==> config.mk <==
export PLATFORM = sky130hd
export DESIGN_NAME = regfile_scoreboard
export DESIGN_NICKNAME = d
export VERILOG_FILES = /design/src/rtl/regfile_scoreboard.sv
export SDC_FILE = /design/constraint.sdc
export NUM_CORES = 2
export LEC_CHECK = 0
export ABC_AREA = 1
export ABC_CLOCK_PERIOD_IN_PS = 86600
export CAP_MARGIN = 20
export CORE_UTILIZATION = 35
export CTS_CLUSTER_DIAMETER = 50
export CTS_CLUSTER_SIZE = 20
export DETAILED_ROUTE_END_ITERATION = 7
export SLEW_MARGIN = 10
export SYNTH_ARGS = -nofsm -noshare
export SYNTH_HDL_FRONTEND = slang
export SYNTH_SLANG_ARGS = --single-unit
==> constraint.sdc <==
create_clock -name clk -period 86.6 [get_ports clk]
set_input_delay 21.65 -clock clk [delete_from_list [all_inputs] [get_ports clk]]
set_output_delay 21.65 -clock clk [all_outputs]
set_load 0.005 [all_outputs]
==> src/rtl/regfile_scoreboard.sv <==
// General-purpose register file with write bypass, hardwired r0,
// per-register pending-write scoreboard and a registered write trace.
module regfile_scoreboard #(
    parameter int unsigned DATA_W = 32,
    parameter int unsigned ADDR_W = 5,
    parameter int unsigned NUM_RD = 2,
    parameter int unsigned PEND_W = 2,
    parameter bit          BYPASS = 1'b1
) (
    input  logic                     clk,
    input  logic                     reset,
    input  logic [NUM_RD*ADDR_W-1:0] rd_addr_i,
    output logic [NUM_RD*DATA_W-1:0] rd_data_o,
    output logic [NUM_RD-1:0]        rd_busy_o,
    input  logic                     iss_valid_i,
    input  logic [ADDR_W-1:0]        iss_addr_i,
    output logic                     iss_ready_o,
    input  logic                     wr_en_i,
    input  logic [ADDR_W-1:0]        wr_addr_i,
    input  logic [DATA_W-1:0]        wr_data_i,
    input  logic                     wr_retire_i,
    output logic                     trace_valid_o,
    output logic [ADDR_W-1:0]        trace_addr_o,
    output logic [DATA_W-1:0]        trace_data_o
);

    localparam int unsigned NREGS = 2 ** ADDR_W;

    typedef logic [PEND_W-1:0] cnt_t;

    logic [DATA_W-1:0] regs_q [NREGS];
    cnt_t              cnt_q  [NREGS];
    cnt_t              cnt_d  [NREGS];

    logic              wr_ok;
    logic              inc_ok;
    logic              dec_ok;
    logic [NREGS-1:0]  inc_v;
    logic [NREGS-1:0]  dec_v;

    logic              trace_valid_q;
    logic [ADDR_W-1:0] trace_addr_q;
    logic [DATA_W-1:0] trace_data_q;

    // r0 is never a real destination: no write, no retire, no pending state
    assign wr_ok  = wr_en_i && (wr_addr_i != '0);
    assign dec_ok = wr_ok && wr_retire_i;

    assign iss_ready_o = (iss_addr_i == '0)
                      || (cnt_q[iss_addr_i] != '1)
                      || (dec_ok && (wr_addr_i == iss_addr_i));

    assign inc_ok = iss_valid_i && iss_ready_o && (iss_addr_i != '0);

    assign inc_v = inc_ok ? (NREGS'(1) << iss_addr_i) : '0;
    assign dec_v = dec_ok ? (NREGS'(1) << wr_addr_i) : '0;

    always_comb begin
        for (int r = 0; r < NREGS; r++) begin
            cnt_d[r] = cnt_q[r];
            if (inc_v[r] && !dec_v[r]) begin
                cnt_d[r] = cnt_q[r] + 1'b1;
            end else if (dec_v[r] && !inc_v[r] && (cnt_q[r] != '0)) begin
                cnt_d[r] = cnt_q[r] - 1'b1;
            end
        end
    end

    for (genvar i = 0; i < NUM_RD; i++) begin : g_rd
        logic [ADDR_W-1:0] a;
        logic              byp;
        logic              clr;

        assign a   = rd_addr_i[i*ADDR_W +: ADDR_W];
        assign byp = BYPASS && wr_ok && (wr_addr_i == a);
        // a producer retiring this cycle frees the reader early
        assign clr = BYPASS && dec_v[a] && !inc_v[a]
                  && (cnt_q[a] == cnt_t'(1));

        assign rd_data_o[i*DATA_W +: DATA_W] =
            (a == '0) ? '0 : (byp ? wr_data_i : regs_q[a]);
        assign rd_busy_o[i] = (cnt_q[a] != '0) && !clr;
    end

    always_ff @(posedge clk or posedge reset) begin
        if (reset) begin
            for (int r = 0; r < NREGS; r++) begin
                regs_q[r] <= '0;
                cnt_q[r]  <= '0;
            end
            trace_valid_q <= 1'b0;
            trace_addr_q  <= '0;
            trace_data_q  <= '0;
        end else begin
            if (wr_ok) begin
                regs_q[wr_addr_i] <= wr_data_i;
                trace_addr_q      <= wr_addr_i;
                trace_data_q      <= wr_data_i;
            end
            for (int r = 0; r < NREGS; r++) begin
                cnt_q[r] <= cnt_d[r];
            end
            trace_valid_q <= wr_ok;
        end
    end

    assign trace_valid_o = trace_valid_q;
    assign trace_addr_o  = trace_addr_q;
    assign trace_data_o  = trace_data_q;

`ifndef SYNTHESIS
    // retiring a register with no outstanding producer is a protocol error
    always_ff @(posedge clk) begin
        if (!reset) begin
            assert (!(dec_ok && (cnt_q[wr_addr_i] == '0)));
        end
    end
`endif

endmodule

# == Yosys cells after proc, flatten, opt, wreduce, memory -nomap -nowiden ==
# Cells that the tools add are included.
# word_totals
ff_bits,1126
latchBits,0
mem_bits_rw,0
mem_bits_ro,0
input_bits,57
output_inout_bits,105
word_cells,497
n_memories,0
# op_classes
addsub,64
n_mul,0
div_mod_pow,0
n_lt_le_gt_ge,7
n_eq_ne,6
shift,2
muxes,96
n_bitwise,4
reduce_logical,251
# op_table
cell,count
1024-bit bitwise mux,1
32-bit two-way mux,11
32-bit binary-select mux with 5-bit select,2
32-bit demux with 5-bit select,1
2-bit two-way mux,70
2-bit nonzero test,66
1-bit logical AND,110
1-bit zero test,68
"2-bit by 1-bit adder with 2-bit output, second input constant",32
"1-bit by 5-bit left shift with 32-bit output, first input constant",2
"2-bit by 1-bit subtractor with 2-bit output, second input constant",32
2-bit binary-select mux with 5-bit select,3
"6-bit greater-or-equal comparator, second input constant",4
5-bit NOT with 6-bit output,4
1-bit binary-select mux with 5-bit select,4
5-bit == test,3
5-bit zero test,3
"5-bit by 6-bit < comparator with 1-bit output, second input constant",2
5-bit nonzero test,2
"6-bit by 1-bit < comparator with 1-bit output, second input constant",1
"2-bit by 1-bit == test with 1-bit output, second input constant",2
1-bit two-way mux,4
1-bit logical OR,2
"2-bit inequality test, second input constant",1

# == Depth between registers and ports, before layout ==
# depth
depth_word,17
ltp_mapped,24
depth_no_buf,22

# == Worst setup path after synthesis ==
# No wires, ideal clock.
# synth_path
kind,input -> output
from,input wr_addr_i[3]
to,output rd_busy_o[1]
arrival_ns,23.409
required_time_ns,64.950
setup_slack_ns,41.541
stages,20
path_buffers,2
path_cell_list,buf_2 inv_1 nand2_1 nor2_1 nand2_1 nand2_1 buf_2 inv_2 nand3_2 nor2_1 nand2_1 nand2_1 nand2_1 a21oi_1 o21ai_0 a31o_2 nand2_1 nand2_1 nand2_1 nand2_1
# synth_via
elab_chain_cells,15
elab_cells_between_ends,20
cone_classes,eq/ne: 1; shift: 1; mux: 6; reduce/logical: 12
# synth_rtl
element,line,text
"start, declared",19,"input logic [ADDR_W-1:0] wr_addr_i,"
5-bit nonzero test (*),46,assign wr_ok = wr_en_i && (wr_addr_i != '0);
1-bit logical AND (*),46,
net wr_ok,35,logic wr_ok;
1-bit logical AND (*),47,assign dec_ok = wr_ok && wr_retire_i;
1-bit logical AND,51,|| (dec_ok && (wr_addr_i == iss_addr_i));
1-bit logical OR,51,
1-bit logical AND (2 in a row),53,assign inc_ok = iss_valid_i && iss_ready_o && (iss_addr_i != '0);
32-bit two-way mux,55,assign inc_v = inc_ok ? (NREGS'(1) << iss_addr_i) : '0;
1-bit binary-select mux with 5-bit select,77,assign clr = BYPASS && dec_v[a] && !inc_v[a]
1-bit two-way mux (implied by the code),77,
1-bit zero test,77,
1-bit logical AND (*),77,
1-bit logical AND (*),78,&& (cnt_q[a] == cnt_t'(1));
1-bit zero test (*),82,assign rd_busy_o[i] = (cnt_q[a] != '0) && !clr;
1-bit logical AND (*),82,
"end, declared",14,"output logic [NUM_RD-1:0] rd_busy_o,"
# Mark *: on every way through the listed nets, which the timed path passes. The rest lies on a longest branch. The select of a mux whose other input is x is not followed.

# == Worst setup path after layout ==
# layout_path
from,input rd_addr_i[0]
to,output rd_data_o[21]
# layout_via
elab_chain_cells,6
elab_cells_between_ends,9
cone_classes,eq/ne: 1; mux: 5; bitwise: 1; reduce/logical: 2
# layout_rtl
element,line,text
"start, declared",12,"input logic [NUM_RD*ADDR_W-1:0] rd_addr_i,"
5-bit NOT with 6-bit output (implied by the code),81,(a == '0) ? '0 : (byp ? wr_data_i : regs_q[a]);
32-bit binary-select mux with 5-bit select,81,
32-bit two-way mux (implied by the code) (2 in a row),81,
32-bit two-way mux,81,
32-bit two-way mux (*),81,
"end, declared",13,"output logic [NUM_RD*DATA_W-1:0] rd_data_o,"
# Every way passes the cells marked *; elsewhere a longest branch is shown, timed or not. The select of a mux whose other input is x is not followed.

==> insert_results.sql <==
INSERT INTO impl_metrics (metric_group, metric, value, unit) VALUES
('yosys', 'ys.warnings.count', '0', ''),
('global_routing', 'initial_antenna_violation_count', '15', ''),
('place', 'detailedPlace.worstSlack', '37.77', 'ns'),
('global_routing', 'largest_net_degree_at_the_start_of_global_routing', '171', ''),
('place', 'portBuffers', '161', ''),
('sta', 'fin_crit_sh', '0.567', ''),
('sta', 'slew_headroom', '0.156', ''),
('yosys', 'synthesized_area_per_cell', '7.58', 'µm²'),
('detailed_routing', 'detail_route.wirelength', '284', 'mm'),
('yosys', 'post_synth_top_flop', 'sky130_fd_sc_hd__dfrtp_1', ''),
('layout', 'design.final.nets', '7841', ''),
('die', 'design.die.area', '178000', 'µm²'),
('place', 'final_replace_weighted_congestion', '0.920', ''),
('yosys', 'ys_seq_elements', '1126', ''),
('place', 'hpwlAfterDp', '156', 'mm'),
('power_and_ir_drop', 'cellLeakagePower', '0.0296', 'µW'),
('sta', 'final_hold_viol_count', '0', ''),
('die', 'floorplan.die.height', '422', 'µm'),
('yosys', 'synth_edf_count', '0', ''),
('clock_network', 'ctsHtreeMaxLevel', '3', ''),
('sta', 'report.final.slew_viol_count', '0', ''),
('detailed_routing', 'detail-route-antenna-nets', '0', ''),
('yosys', 'synth_cell_type_count', '52', ''),
('setup_path', 'timing.critical_path.arrival', '27.44', 'ns'),
('sta', 'final.setup_skew', '0.0721', 'ns'),
('clock_network', 'cts_tree', 'yes', ''),
('detailed_routing', 'drt_pass_1_iters', '8', ''),
('setup_path', 'critical_path_required', '64.95', 'ns'),
('die', 'num_io_pins', '162', ''),
('power_and_ir_drop', 'ir_worst_vdd', '0.0198', 'mV'),
('clock_network', 'cts_setup_buffers', '0', ''),
('die', 'die_w', '422', 'µm'),
('detailed_routing', 'route.detailed.drc', '6', ''),
('run_status', 'violations', 'design-rule violations', ''),
('clock_network', 'cts_hold_buffers', '0', ''),
('place', 'dpl.cell_count', '9985', ''),
('sta', 'fin_ws', '37.51', 'ns'),
('sta', 'min_period', '49.09', 'ns'),
('global_routing', 'first_pass_grt_wire_length', '410', 'mm'),
('run_status', 'result_of_the_run', 'complete, but fails checks', ''),
('yosys', 'share_of_synthesized_registers_carrying_an_async_set_or_reset', '1.00', ''),
('layout', 'utilization', '0.396', ''),
('clock_network', 'cts.repair.resized', '0', ''),
('detailed_routing', 'route.vias.total', '63331', ''),
('sta', 'finalSetupViolCount', '0', ''),
('global_routing', 'grt_pass1_vias', '59094', ''),
('clock_network', 'numClockSinks', '1126', ''),
('clock_network', 'cts-buffers-inserted', '120', ''),
('die', 'floorplan.rows', '153', ''),
('die', 'start_util', '0.354', ''),
('sta', 'rsz0062_at_grt', 'no', ''),
('yosys', 'netlist_instances', '8159', ''),
('yosys', 'synth_top_area_cell', 'sky130_fd_sc_hd__dfrtp_1', ''),
('sta', 'totalNegativeSetupSlack', '0', 'ns'),
('yosys', 'post_synth_main_area_contributors', 'sky130_fd_sc_hd__dfrtp_1, sky130_fd_sc_hd__o21ai_0, sky130_fd_sc_hd__nand2_1, sky130_fd_sc_hd__a21oi_1, sky130_fd_sc_hd__inv_1', ''),
('layout', 'area_growth_syn_to_layout', '11.7', '%'),
('setup_path', 'startpoint_type', 'input pin', ''),
('global_routing', 'globalRoute.totalOverflow', '0', ''),
('yosys', 'synth.net_count', '8216', ''),
('layout', 'layout.cells.most_common', 'sky130_fd_sc_hd__o21ai_0', ''),
('flow_run', 'max_cap_violations', '0', ''),
('layout', 'mostFrequentLayoutCells', 'sky130_fd_sc_hd__o21ai_0, sky130_fd_sc_hd__nand2_1, sky130_fd_sc_hd__dfrtp_1, sky130_fd_sc_hd__inv_1, sky130_fd_sc_hd__a21oi_1', ''),
('layout', 'finish.cell_count_without_fillers', '10226', ''),
('power_and_ir_drop', 'power.density', '23.2', 'nW/µm²'),
('yosys', 'synthDominantCellAreaShare', '0.456', ''),
('layout', 'drive_gt1_frac', '0.0575', ''),
('yosys', 'synth_sequential_area_ratio', '0.456', ''),
('global_routing', 'global_routing_usage_summed_across_all_routing_layers', '0.308', ''),
('yosys', 'netlist_area', '61800', 'µm²'),
('setup_path', 'path_max_fanout', '82', ''),
('clock_network', 'root_buffer', 'sky130_fd_sc_hd__clkbuf_16', '');
## cell families after synthesis
kind of cell / share of synthesized area
AOI/OAI and AO/OA: 0.306
and+or+nand+nor: 0.136
xor gates and xnor gates: 0.00368
DFF: 0.456
buffers and inverters: 0.0986
## area by class of cell
cell class              count  area, µm²
well taps                2325       2910
fillers                 17813     106000
repair buffers            302       2840
diodes                     11       27.5
flip-flops and latches   1126      28200
inverters                 806       3090
clock inverters            90       1020
multi-input cells        5428      27800
clock buffers             138       3190
## state kept, by name (all words and copies together) (netlist names)
name / flops
trace_addr_o: 5
trace_data_o: 32
regs_q: 1024
trace_valid_o: 1
cnt_q: 64
## report_power, final
group	switching (µW)	internal (µW)
sequential	72.5	639
clock	260	296
combinational	225	113
total	557	1050
## cells in the mapped netlist (all sizes together), types with 6 or more instances
library cell,count
nor3,20
buf,120
clkbuf,679
a22oi,112
a32o,6
o22ai,22
dfrtp,1126
inv,801
o21ai,1718
o221ai,249
xor2,23
nor2,314
o211ai,121
o2111ai,35
nand3,184
a221o,6
nand4,33
or2,9
a21boi,9
a21oi,775
o31ai,31
a221oi,139
o221a,6
o41ai,8
nand2,1565
a31oi,14
## stage by stage
stage	power [µW]	instance area, µm²
CTS	1600	69000
floorplan	924	61800
global placement	1040	64800
global route	1670	69100
finish	1600	69100
detailed placement	1050	64800
## worst paths after layout
check                      slack [ns]                startpoint                          end  cells past startpoint
setup / recovery                37.51              rd_addr_i[0]                rd_data_o[21]                     12
hold / removal                   0.41  regs_q[1006]$_DFFE_PP0P_     regs_q[1006]$_DFFE_PP0P_                      0
setup reg to reg                83.31     cnt_q[14]$_DFFE_PP0P_        cnt_q[60]$_DFFE_PP0P_                     18
hold reg to reg                  0.41  regs_q[1006]$_DFFE_PP0P_     regs_q[1006]$_DFFE_PP0P_                      0
max in group asynchronous       61.83                     reset  trace_data_o[1]$_DFFE_PP0P_                      5
min in group asynchronous       21.42                     reset      regs_q[275]$_DFFE_PP0P_                      2
## critical path, stage by stage
cell	delay (ns)
sky130_fd_sc_hd__buf_8	0.46
sky130_fd_sc_hd__buf_4	0.81
sky130_fd_sc_hd__inv_8	0.38
sky130_fd_sc_hd__nor2_4	0.96
sky130_fd_sc_hd__inv_6	0.49
sky130_fd_sc_hd__buf_4	0.51
sky130_fd_sc_hd__o21ai_0	0.25
sky130_fd_sc_hd__a21oi_1	0.07
sky130_fd_sc_hd__a221oi_1	0.47
sky130_fd_sc_hd__nand2_1	0.11
sky130_fd_sc_hd__a31oi_1	0.46
sky130_fd_sc_hd__clkdlybuf4s50_1	0.60
## layer usage
layer	vias to the layer above	GRT usage	routed length, µm
li1	27232	-	-
met1	30490	0.405	109000
met2	4655	0.463	123000
met3	948	0.0666	33800
met4	6	0.186	18800
met5	-	0	36
Power figures use the tool's default switching activity.
